## src/rtl/risc32_debug_ctrl_pkg.sv

```systemverilog
// Shared encodings for the Risc32 debug controller: host opcodes, FSM states,
// halt-cause codes and the byte-address to word-index helper.
package risc32_dbg_pkg;

  localparam logic [2:0] OP_STATUS  = 3'd0;
  localparam logic [2:0] OP_HALT    = 3'd1;
  localparam logic [2:0] OP_STEP    = 3'd2;
  localparam logic [2:0] OP_RUN     = 3'd3;
  localparam logic [2:0] OP_WR_IMEM = 3'd4;
  localparam logic [2:0] OP_WR_DMEM = 3'd5;
  localparam logic [2:0] OP_RD_REG  = 3'd6;
  localparam logic [2:0] OP_SET_BRK = 3'd7;

  localparam logic [1:0] CAUSE_NONE  = 2'd0;
  localparam logic [1:0] CAUSE_BRK   = 2'd1;
  localparam logic [1:0] CAUSE_LIMIT = 2'd2;
  localparam logic [1:0] CAUSE_HALT  = 2'd3;

  typedef enum logic [2:0] {
    ST_HALTED,
    ST_STEP,
    ST_RUN,
    ST_RDREG,
    ST_RESP
  } state_e;

  // Upper address bits wrap: only addr[row+1:2] survives.
  function automatic logic [31:0] word_idx(input logic [31:0] addr, input int unsigned row);
    return (addr >> 2) & ((32'd1 << row) - 32'd1);
  endfunction

endpackage

```

## src/rtl/risc32_debug_ctrl_if.sv

```systemverilog
// Host command/response link of the debug controller.
interface risc32_debug_ctrl_if;
  logic        cmd_valid;
  logic        cmd_ready;
  logic [2:0]  cmd_op;
  logic [31:0] cmd_addr;
  logic [31:0] cmd_data;
  logic        rsp_valid;
  logic        rsp_ready;
  logic [31:0] rsp_data;
  logic        rsp_err;

  modport master (
    output cmd_valid, cmd_op, cmd_addr, cmd_data, rsp_ready,
    input  cmd_ready, rsp_valid, rsp_data, rsp_err
  );

  modport slave (
    input  cmd_valid, cmd_op, cmd_addr, cmd_data, rsp_ready,
    output cmd_ready, rsp_valid, rsp_data, rsp_err
  );
endinterface

```

## src/rtl/risc32_debug_ctrl.sv

```systemverilog
// Risc32 single-step/debug controller: executes host commands, gates the datapath
// clock-enable for step/run, loads memories and reads registers back.
module risc32_debug_ctrl
  import risc32_dbg_pkg::*;
#(
  parameter int unsigned ROW_I = 4,
  parameter int unsigned ROW_D = 5
) (
  input  logic                 clk,
  input  logic                 rst_n,
  risc32_debug_ctrl_if.slave   host,
  output logic                 cpu_en,
  input  logic [31:0]          pc_current,
  output logic                 imem_we,
  output logic                 dmem_we,
  output logic [31:0]          mem_waddr,
  output logic [31:0]          mem_wdata,
  output logic [4:0]           dbg_reg_addr,
  input  logic [31:0]          dbg_reg_data
);

  state_e      state_q, state_d;
  logic        rdy_q, run_q, run_d, first_q, step_q;
  logic        brk_en_q;
  logic [31:0] brk_addr_q, limit_q, count_q;
  logic [1:0]  cause_q;
  logic [31:0] rsp_data_q;
  logic        rsp_err_q;
  logic        imem_we_q, dmem_we_q;
  logic [31:0] waddr_q, wdata_q;
  logic [4:0]  reg_addr_q;

  logic        acc, halt_acc, brk_hit, lim_hit, stop;
  logic [31:0] status_w;

  always_ff @(posedge clk or negedge rst_n) begin
    if (!rst_n) state_q <= ST_HALTED;
    else        state_q <= state_d;
  end

  always_comb begin
    run_d = run_q;
    if (stop || halt_acc) run_d = 1'b0;
    if (state_q == ST_HALTED && acc && host.cmd_op == OP_RUN) run_d = 1'b1;

    state_d = state_q;
    unique case (state_q)
      ST_HALTED: if (acc) begin
        unique case (host.cmd_op)
          OP_STEP:   state_d = ST_STEP;
          OP_RD_REG: state_d = ST_RDREG;
          default:   state_d = ST_RESP;
        endcase
      end
      ST_STEP:  if (step_q) state_d = ST_RESP;
      ST_RDREG: state_d = ST_RESP;
      ST_RUN: begin
        if (acc)       state_d = ST_RESP;
        else if (stop) state_d = ST_HALTED;
      end
      ST_RESP:  if (host.rsp_ready) state_d = run_d ? ST_RUN : ST_HALTED;
      default:  state_d = ST_HALTED;
    endcase
  end

  always_comb begin
    host.cmd_ready = rdy_q && (state_q == ST_HALTED || state_q == ST_RUN);
    acc            = host.cmd_valid && host.cmd_ready;
    halt_acc       = acc && state_q == ST_RUN && host.cmd_op == OP_HALT;
    // The first run cycle ignores the breakpoint so a run parked on it makes progress.
    brk_hit        = brk_en_q && (pc_current == brk_addr_q) && !first_q;
    lim_hit        = (limit_q != '0) && (count_q == limit_q);
    stop           = run_q && (brk_hit || lim_hit);
    cpu_en         = (run_q && !stop && !halt_acc) || (state_q == ST_STEP && !step_q);
    status_w       = {28'b0, cause_q, brk_en_q, run_q};
    host.rsp_valid = (state_q == ST_RESP);
    host.rsp_data  = rsp_data_q;
    host.rsp_err   = rsp_err_q;
    imem_we        = imem_we_q;
    dmem_we        = dmem_we_q;
    mem_waddr      = waddr_q;
    mem_wdata      = wdata_q;
    dbg_reg_addr   = reg_addr_q;
  end

  always_ff @(posedge clk or negedge rst_n) begin
    if (!rst_n) begin
      rdy_q      <= 1'b0;
      run_q      <= 1'b0;
      first_q    <= 1'b0;
      step_q     <= 1'b0;
      brk_en_q   <= 1'b0;
      brk_addr_q <= '0;
      limit_q    <= '0;
      count_q    <= '0;
      cause_q    <= CAUSE_NONE;
      rsp_data_q <= '0;
      rsp_err_q  <= 1'b0;
      imem_we_q  <= 1'b0;
      dmem_we_q  <= 1'b0;
      waddr_q    <= '0;
      wdata_q    <= '0;
      reg_addr_q <= '0;
    end else begin
      rdy_q     <= 1'b1;
      run_q     <= run_d;
      imem_we_q <= 1'b0;
      dmem_we_q <= 1'b0;
      step_q    <= (state_q == ST_STEP) && !step_q;
      if (run_q) first_q <= 1'b0;
      if (cpu_en && run_q && count_q != '1) count_q <= count_q + 32'd1;

      if (halt_acc)  cause_q <= CAUSE_HALT;
      else if (stop) cause_q <= brk_hit ? CAUSE_BRK : CAUSE_LIMIT;

      // Step response is captured one cycle after the enable so the PC has advanced.
      if (state_q == ST_STEP && step_q) rsp_data_q <= pc_current;
      if (state_q == ST_RDREG) rsp_data_q <= (reg_addr_q == 5'd0) ? '0 : dbg_reg_data;

      if (acc) begin
        rsp_err_q  <= 1'b0;
        rsp_data_q <= '0;
        if (state_q == ST_HALTED) begin
          unique case (host.cmd_op)
            OP_STATUS:  rsp_data_q <= status_w;
            OP_WR_IMEM: begin
              imem_we_q  <= 1'b1;
              waddr_q    <= word_idx(host.cmd_addr, ROW_I);
              wdata_q    <= host.cmd_data;
              rsp_data_q <= word_idx(host.cmd_addr, ROW_I);
            end
            OP_WR_DMEM: begin
              dmem_we_q  <= 1'b1;
              waddr_q    <= word_idx(host.cmd_addr, ROW_D);
              wdata_q    <= host.cmd_data;
              rsp_data_q <= word_idx(host.cmd_addr, ROW_D);
            end
            OP_RUN: begin
              limit_q <= host.cmd_data;
              count_q <= '0;
              first_q <= 1'b1;
            end
            OP_RD_REG:  reg_addr_q <= host.cmd_addr[4:0];
            OP_SET_BRK: begin
              brk_addr_q <= host.cmd_addr;
              brk_en_q   <= (host.cmd_data != '0);
            end
            default: ;
          endcase
        end else begin
          unique case (host.cmd_op)
            OP_STATUS: rsp_data_q <= status_w;
            OP_HALT:   ;
            default:   rsp_err_q <= 1'b1;
          endcase
        end
      end
    end
  end

endmodule

```

## src/flat_wrapper.sv

```systemverilog
// flat-port wrapper written by rule: the top's interface ports become plain ports
module risc32_debug_ctrl_flat import risc32_dbg_pkg::*;
#(
  parameter int unsigned ROW_I = 4,
  parameter int unsigned ROW_D = 5
)
  (clk, rst_n, cpu_en, pc_current, imem_we, dmem_we, mem_waddr, mem_wdata, dbg_reg_addr, dbg_reg_data, host_cmd_valid, host_cmd_op, host_cmd_addr, host_cmd_data, host_rsp_ready, host_cmd_ready, host_rsp_valid, host_rsp_data, host_rsp_err);
  risc32_debug_ctrl_if host_i ();
  input  logic clk;
  input  logic rst_n;
  output logic cpu_en;
  input  logic [31:0] pc_current;
  output logic imem_we;
  output logic dmem_we;
  output logic [31:0] mem_waddr;
  output logic [31:0] mem_wdata;
  output logic [4:0] dbg_reg_addr;
  input  logic [31:0] dbg_reg_data;
  input wire logic [$bits(host_i.cmd_valid)-1:0] host_cmd_valid;
  input wire logic [$bits(host_i.cmd_op)-1:0] host_cmd_op;
  input wire logic [$bits(host_i.cmd_addr)-1:0] host_cmd_addr;
  input wire logic [$bits(host_i.cmd_data)-1:0] host_cmd_data;
  input wire logic [$bits(host_i.rsp_ready)-1:0] host_rsp_ready;
  output wire logic [$bits(host_i.cmd_ready)-1:0] host_cmd_ready;
  output wire logic [$bits(host_i.rsp_valid)-1:0] host_rsp_valid;
  output wire logic [$bits(host_i.rsp_data)-1:0] host_rsp_data;
  output wire logic [$bits(host_i.rsp_err)-1:0] host_rsp_err;
  assign host_i.cmd_valid = host_cmd_valid;
  assign host_i.cmd_op = host_cmd_op;
  assign host_i.cmd_addr = host_cmd_addr;
  assign host_i.cmd_data = host_cmd_data;
  assign host_i.rsp_ready = host_rsp_ready;
  assign host_cmd_ready = host_i.cmd_ready;
  assign host_rsp_valid = host_i.rsp_valid;
  assign host_rsp_data = host_i.rsp_data;
  assign host_rsp_err = host_i.rsp_err;
  risc32_debug_ctrl #(.ROW_I(ROW_I), .ROW_D(ROW_D)) u_core (.clk(clk), .rst_n(rst_n), .host(host_i), .cpu_en(cpu_en), .pc_current(pc_current), .imem_we(imem_we), .dmem_we(dmem_we), .mem_waddr(mem_waddr), .mem_wdata(mem_wdata), .dbg_reg_addr(dbg_reg_addr), .dbg_reg_data(dbg_reg_data));
endmodule
```

## config.mk

```make
export PLATFORM = sky130hd
export DESIGN_NAME = risc32_debug_ctrl_flat
export DESIGN_NICKNAME = d
export VERILOG_FILES = /design/src/rtl/risc32_debug_ctrl_pkg.sv /design/src/rtl/risc32_debug_ctrl_if.sv /design/src/rtl/risc32_debug_ctrl.sv /design/src/flat_wrapper.sv
export SDC_FILE = /design/constraint.sdc
export NUM_CORES = 1
export LEC_CHECK = 0
export ABC_CLOCK_PERIOD_IN_PS = 2360
export BUFFER_PORTS_ARGS = -buffer_cell sky130_fd_sc_hd__clkbuf_2
export CAP_MARGIN = 10
export CORE_AREA = 2 2 136 138
export DETAILED_ROUTE_END_ITERATION = 8
export DIE_AREA = 0 0 138 140
export PLACE_DENSITY = 0.81
export SLEW_MARGIN = 10
export SYNTH_ARGS = -nofsm -noshare
export SYNTH_HDL_FRONTEND = slang
export SYNTH_SLANG_ARGS = --single-unit
```

## constraint.sdc

```tcl
create_clock -name clk -period 2.36 [get_ports clk]
set_input_delay 0.236 -clock clk [delete_from_list [all_inputs] [get_ports clk]]
set_output_delay 0.236 -clock clk [all_outputs]
set_load 0.005 [all_outputs]
```

==> summary.txt <==
Clock tree
  • Num CTS Buffers: 17
  • Total clock sinks: 183
  • Clock transition at path regs: 0.07 ns
  • CTS tree: yes
  • Max Buffers Root-to-Sink: 2
  • Clock Latency Late Sink: 0.44 ns
  • Clock Tree Root: clkbuf_16
  • H-tree depth: 4

Floorplanning
  • Area of the die: approximately 19000 µm²
  • Core box area: 17800 µm²
  • Starting Density: around 52%
  • Die Width: 138 µm
  • Die Ht: 140 µm
  • Cell Rows: slightly below 50
  • IO Pins: about 240

Status
  • Failing checks: negative setup slack
  • Status: complete, but fails checks

Worst hold path
  • Hold Path Depth: 3
  • Hold Path Class: input pin to flop

Pwr
  • Leakage: ~6 nW
  • Max rail drop VDD: around 0.00066 V
  • Tot Pwr: between 10 and 15 mW
  • PwrDens: 996 nW/µm²

Logic synthesis
  • Mean area per synthesized cell: 9.54 µm²
  • Synth top area cells: dfrtp_1 (49%), nand2_1 (9.8%), xor2_1 (5.9%), mux2_2 (4.6%), nor4_1 (2.8%)
  • Synthesized instance count: ~970
  • Most frequent cell after synthesis: nand2_1
  • Number of enable flip-flop cells after synthesis: 0
  • Sequential area share after synthesis: 49.4%
  • Most frequent cells after synthesis: nand2_1 (242), dfrtp_1 (183), xor2_1 (62)
  • Post-synth cell types: 56
  • Post-Syn Area: 9270 µm²
  • Post-synth ARST share: 100%
  • Top cell type by total area after synthesis: dfrtp_1
  • YS warnings: 0
  • Post-synth top flop: dfrtp_1
  • Share of the synthesized area in the top cell type: 49.4%
  • #FFs+latches synth: 183

Final layout
  • FILL cells: 1383
  • Multi-input gate area: about 4600 µm²
  • Ratio of cells with drive above 1 in the final layout: 32.2%
  • Diodes inserted: 0
  • Syn-to-layout area delta: 24.8%
  • NumNets Final: 1336
  • Register area: 4580 µm²

Route
  • Via count: 8301
  • Router iterations before antenna repair: 5
  • Final wirelength: 26.8 mm
  • Antenna Nets Post-Route: 0
  • Routed len/inst: between 15 and 20 µm
  • Average vias per placed instance: 5.76
  • Drt drc: 0
  • DRT iter0 DRCs: ~860

Placement
  • Gpl congestion: 0.911
  • PortBufs: 214
  • DP Wirelength: between 15 and 20 mm
  • Post-place setup slack: between 0.01 and 0.015 ns

Global route
  • Pin count of the biggest net entering global routing: 70
  • Initial antenna violation count: 0
  • Gr ovfl total: 0
  • First-pass GRT wire length: between 40 and 50 mm
  • All-Layer GR Usage: 26.9%
  • Vias in the first global route: between 7000 and 8000

Worst setup path
  • Worst setup path category: flop to output pin
  • CP Launch Type: flop
  • R2R Path Start: u_core.limit_q[18]
  • R2R Path End: u_core.count_q[26]
  • Crit. End Element: output pin
  • Reg2reg setup slack: -0.08 ns
  • Cells on worst reg2reg path: 9
  • Crit path max fanout: 3
  • CP Data Required Time: 2.12 ns
  • Worst Setup EP: cpu_en
  • Worst setup path start: u_core.limit_q[18]
  • Data arrival time of the worst path: 2.24 ns

STA
  • Final worst-path cycle share: 105%
  • Fin. max-slew vios: 0
  • RSZ-0062 raised after global routing: true
  • Final Hold Fails: 0
  • Worst-margin pin slew: 0.721 ns
  • Worst Clk Skew: 0.00911 ns
  • Fin worst setup slack: -0.111 ns
  • Max Clock Freq: 0.405 GHz
  • Slew HR: 51.9%
  • Final setup vio count: 19
  • Min cycle time layout: 2.47 ns

Flow run
  • Max-cap violations: 0
[metal layers]
metal  vias to the layer above  track usage [%]  routed length (µm)  share of wire [%]
li1                       3823                -                   -                  -
met1                      4039             37.7               11300                 42
met2                       374             41.0               12500                 47
met3                        65             6.36                2060                7.7
met4                         0             10.6                 850                3.2
met5                         -                0                   0                  0
[cell type report]
class / instances / share of cell area (%)
multi-input cells: 729 / 39.4
clock inverters: 15 / 1.42
well taps: 229 / 2.48
clock buffers: 17 / 3.68
inverters: 5 / 0.162
flip-flops and latches: 183 / 39.6
repair buffers: 264 / 13.3
[how the worst min path moves through the flow]
stage / from / end / slack (ns)
final: host_cmd_data[9] / u_core.limit_q[9] / 0.02
after global routing: host_cmd_addr[17] / u_core.brk_addr_q[17] / 0.02
after CTS: host_cmd_data[9] / u_core.limit_q[9] / 0.008
after detailed placement: rst_n / u_core.mem_wdata[22] / 0.28
after global placement: rst_n / u_core.mem_wdata[18] / 0.28
after floorplan: rst_n / u_core.brk_addr_q[0] / -0.06
[state kept, by name, summed over array words and instances (netlist names)]
signal                flops
u_core.first_q            1
u_core.dbg_reg_addr       5
u_core.dmem_we            1
u_core.rdy_q              1
u_core.host.rsp_data     32
u_core.step_q             1
u_core.limit_q           32
u_core.count_q           32
u_core.imem_we            1
u_core.state_q            3
u_core.run_q              1
u_core.host.rsp_err       1
u_core.cause_q            2
u_core.brk_addr_q        32
u_core.mem_wdata         32
u_core.brk_en_q           1
u_core.mem_waddr          5
[worst max-delay path: stages, from the launching register on]
cell and delay [ns]:
dfrtp_1 0.44, xor2_1 0.20, nor4_1 0.33, nand4_1 0.21
nor3_2 0.26, or4_4 0.19, nand2_4 0.06, buf_6 0.11
[through the flow]
stage | hold slack [ns] | setup TNS [ns] | util, % | instance area [µm²] | std cells
floorplan | -0.0596 | 0 | - | 9370 | 997
global placement | 0.279 | 0 | 59.7 | 10600 | 1400
detailed placement | 0.284 | 0 | 59.7 | 10600 | 1400
CTS | 0.00822 | -0.133 | 63.6 | 11300 | 1435
global route | 0.0162 | -3.64 | 65.1 | 11600 | 1442
finish | 0.0191 | -0.799 | 65.1 | 11600 | 1442
[cell usage in the layout (no fill, tap or decap), types with 5 or more instances in the layout]
| cell | count |
|---|---|
| o31ai_1 | 11 |
| or3_1 | 7 |
| nor4_1 | 29 |
| clkbuf_16 | 19 |
| conb_1 | 28 |
| a22oi_1 | 30 |
| dfrtp_1 | 181 |
| and3_1 | 17 |
| nor3_1 | 6 |
| nor2_1 | 17 |
| o21ai_1 | 6 |
| and4_1 | 5 |
| xor2_1 | 61 |
| o21ai_0 | 36 |
| or4_4 | 8 |
| nand2b_1 | 11 |
| a21oi_1 | 17 |
| buf_4 | 42 |
| a21oi_2 | 7 |
| nand2_1 | 240 |
| or4_1 | 7 |
| nand3_1 | 47 |
| nor4_2 | 11 |
| nand4_1 | 21 |
| clkbuf_2 | 212 |
| inv_6 | 5 |
| mux2i_1 | 10 |
| mux2_2 | 38 |
[timing repair]
action                     in CTS  in global routing
hold endpoints to repair       64                  0
hold buffers                    1                  0
setup endpoints to repair       2                 67
gates resized for setup        14                 36
pin swaps                      12                  9
buffers inserted                2                  4
cloned                          0                  3
[power by group]
group	internal, mW	switching, mW
clock network	1.50	1.34
registers	4.18	0.859
logic	1.69	1.95
total	7.37	4.15
[cells by family after synthesis]
logic type,synth area share (%)
adder cells (fa/ha/maj),0.135
AND/OR/NAND/NOR,24.4
buffers and inverters,5.28
flip-flops,49.4
XOR/XNOR,6.05
multiplexers,5.70
AO/OA/AOI/OAI,8.96
other,0.0810
No activity file was read; power rests on OpenSTA's default activity.
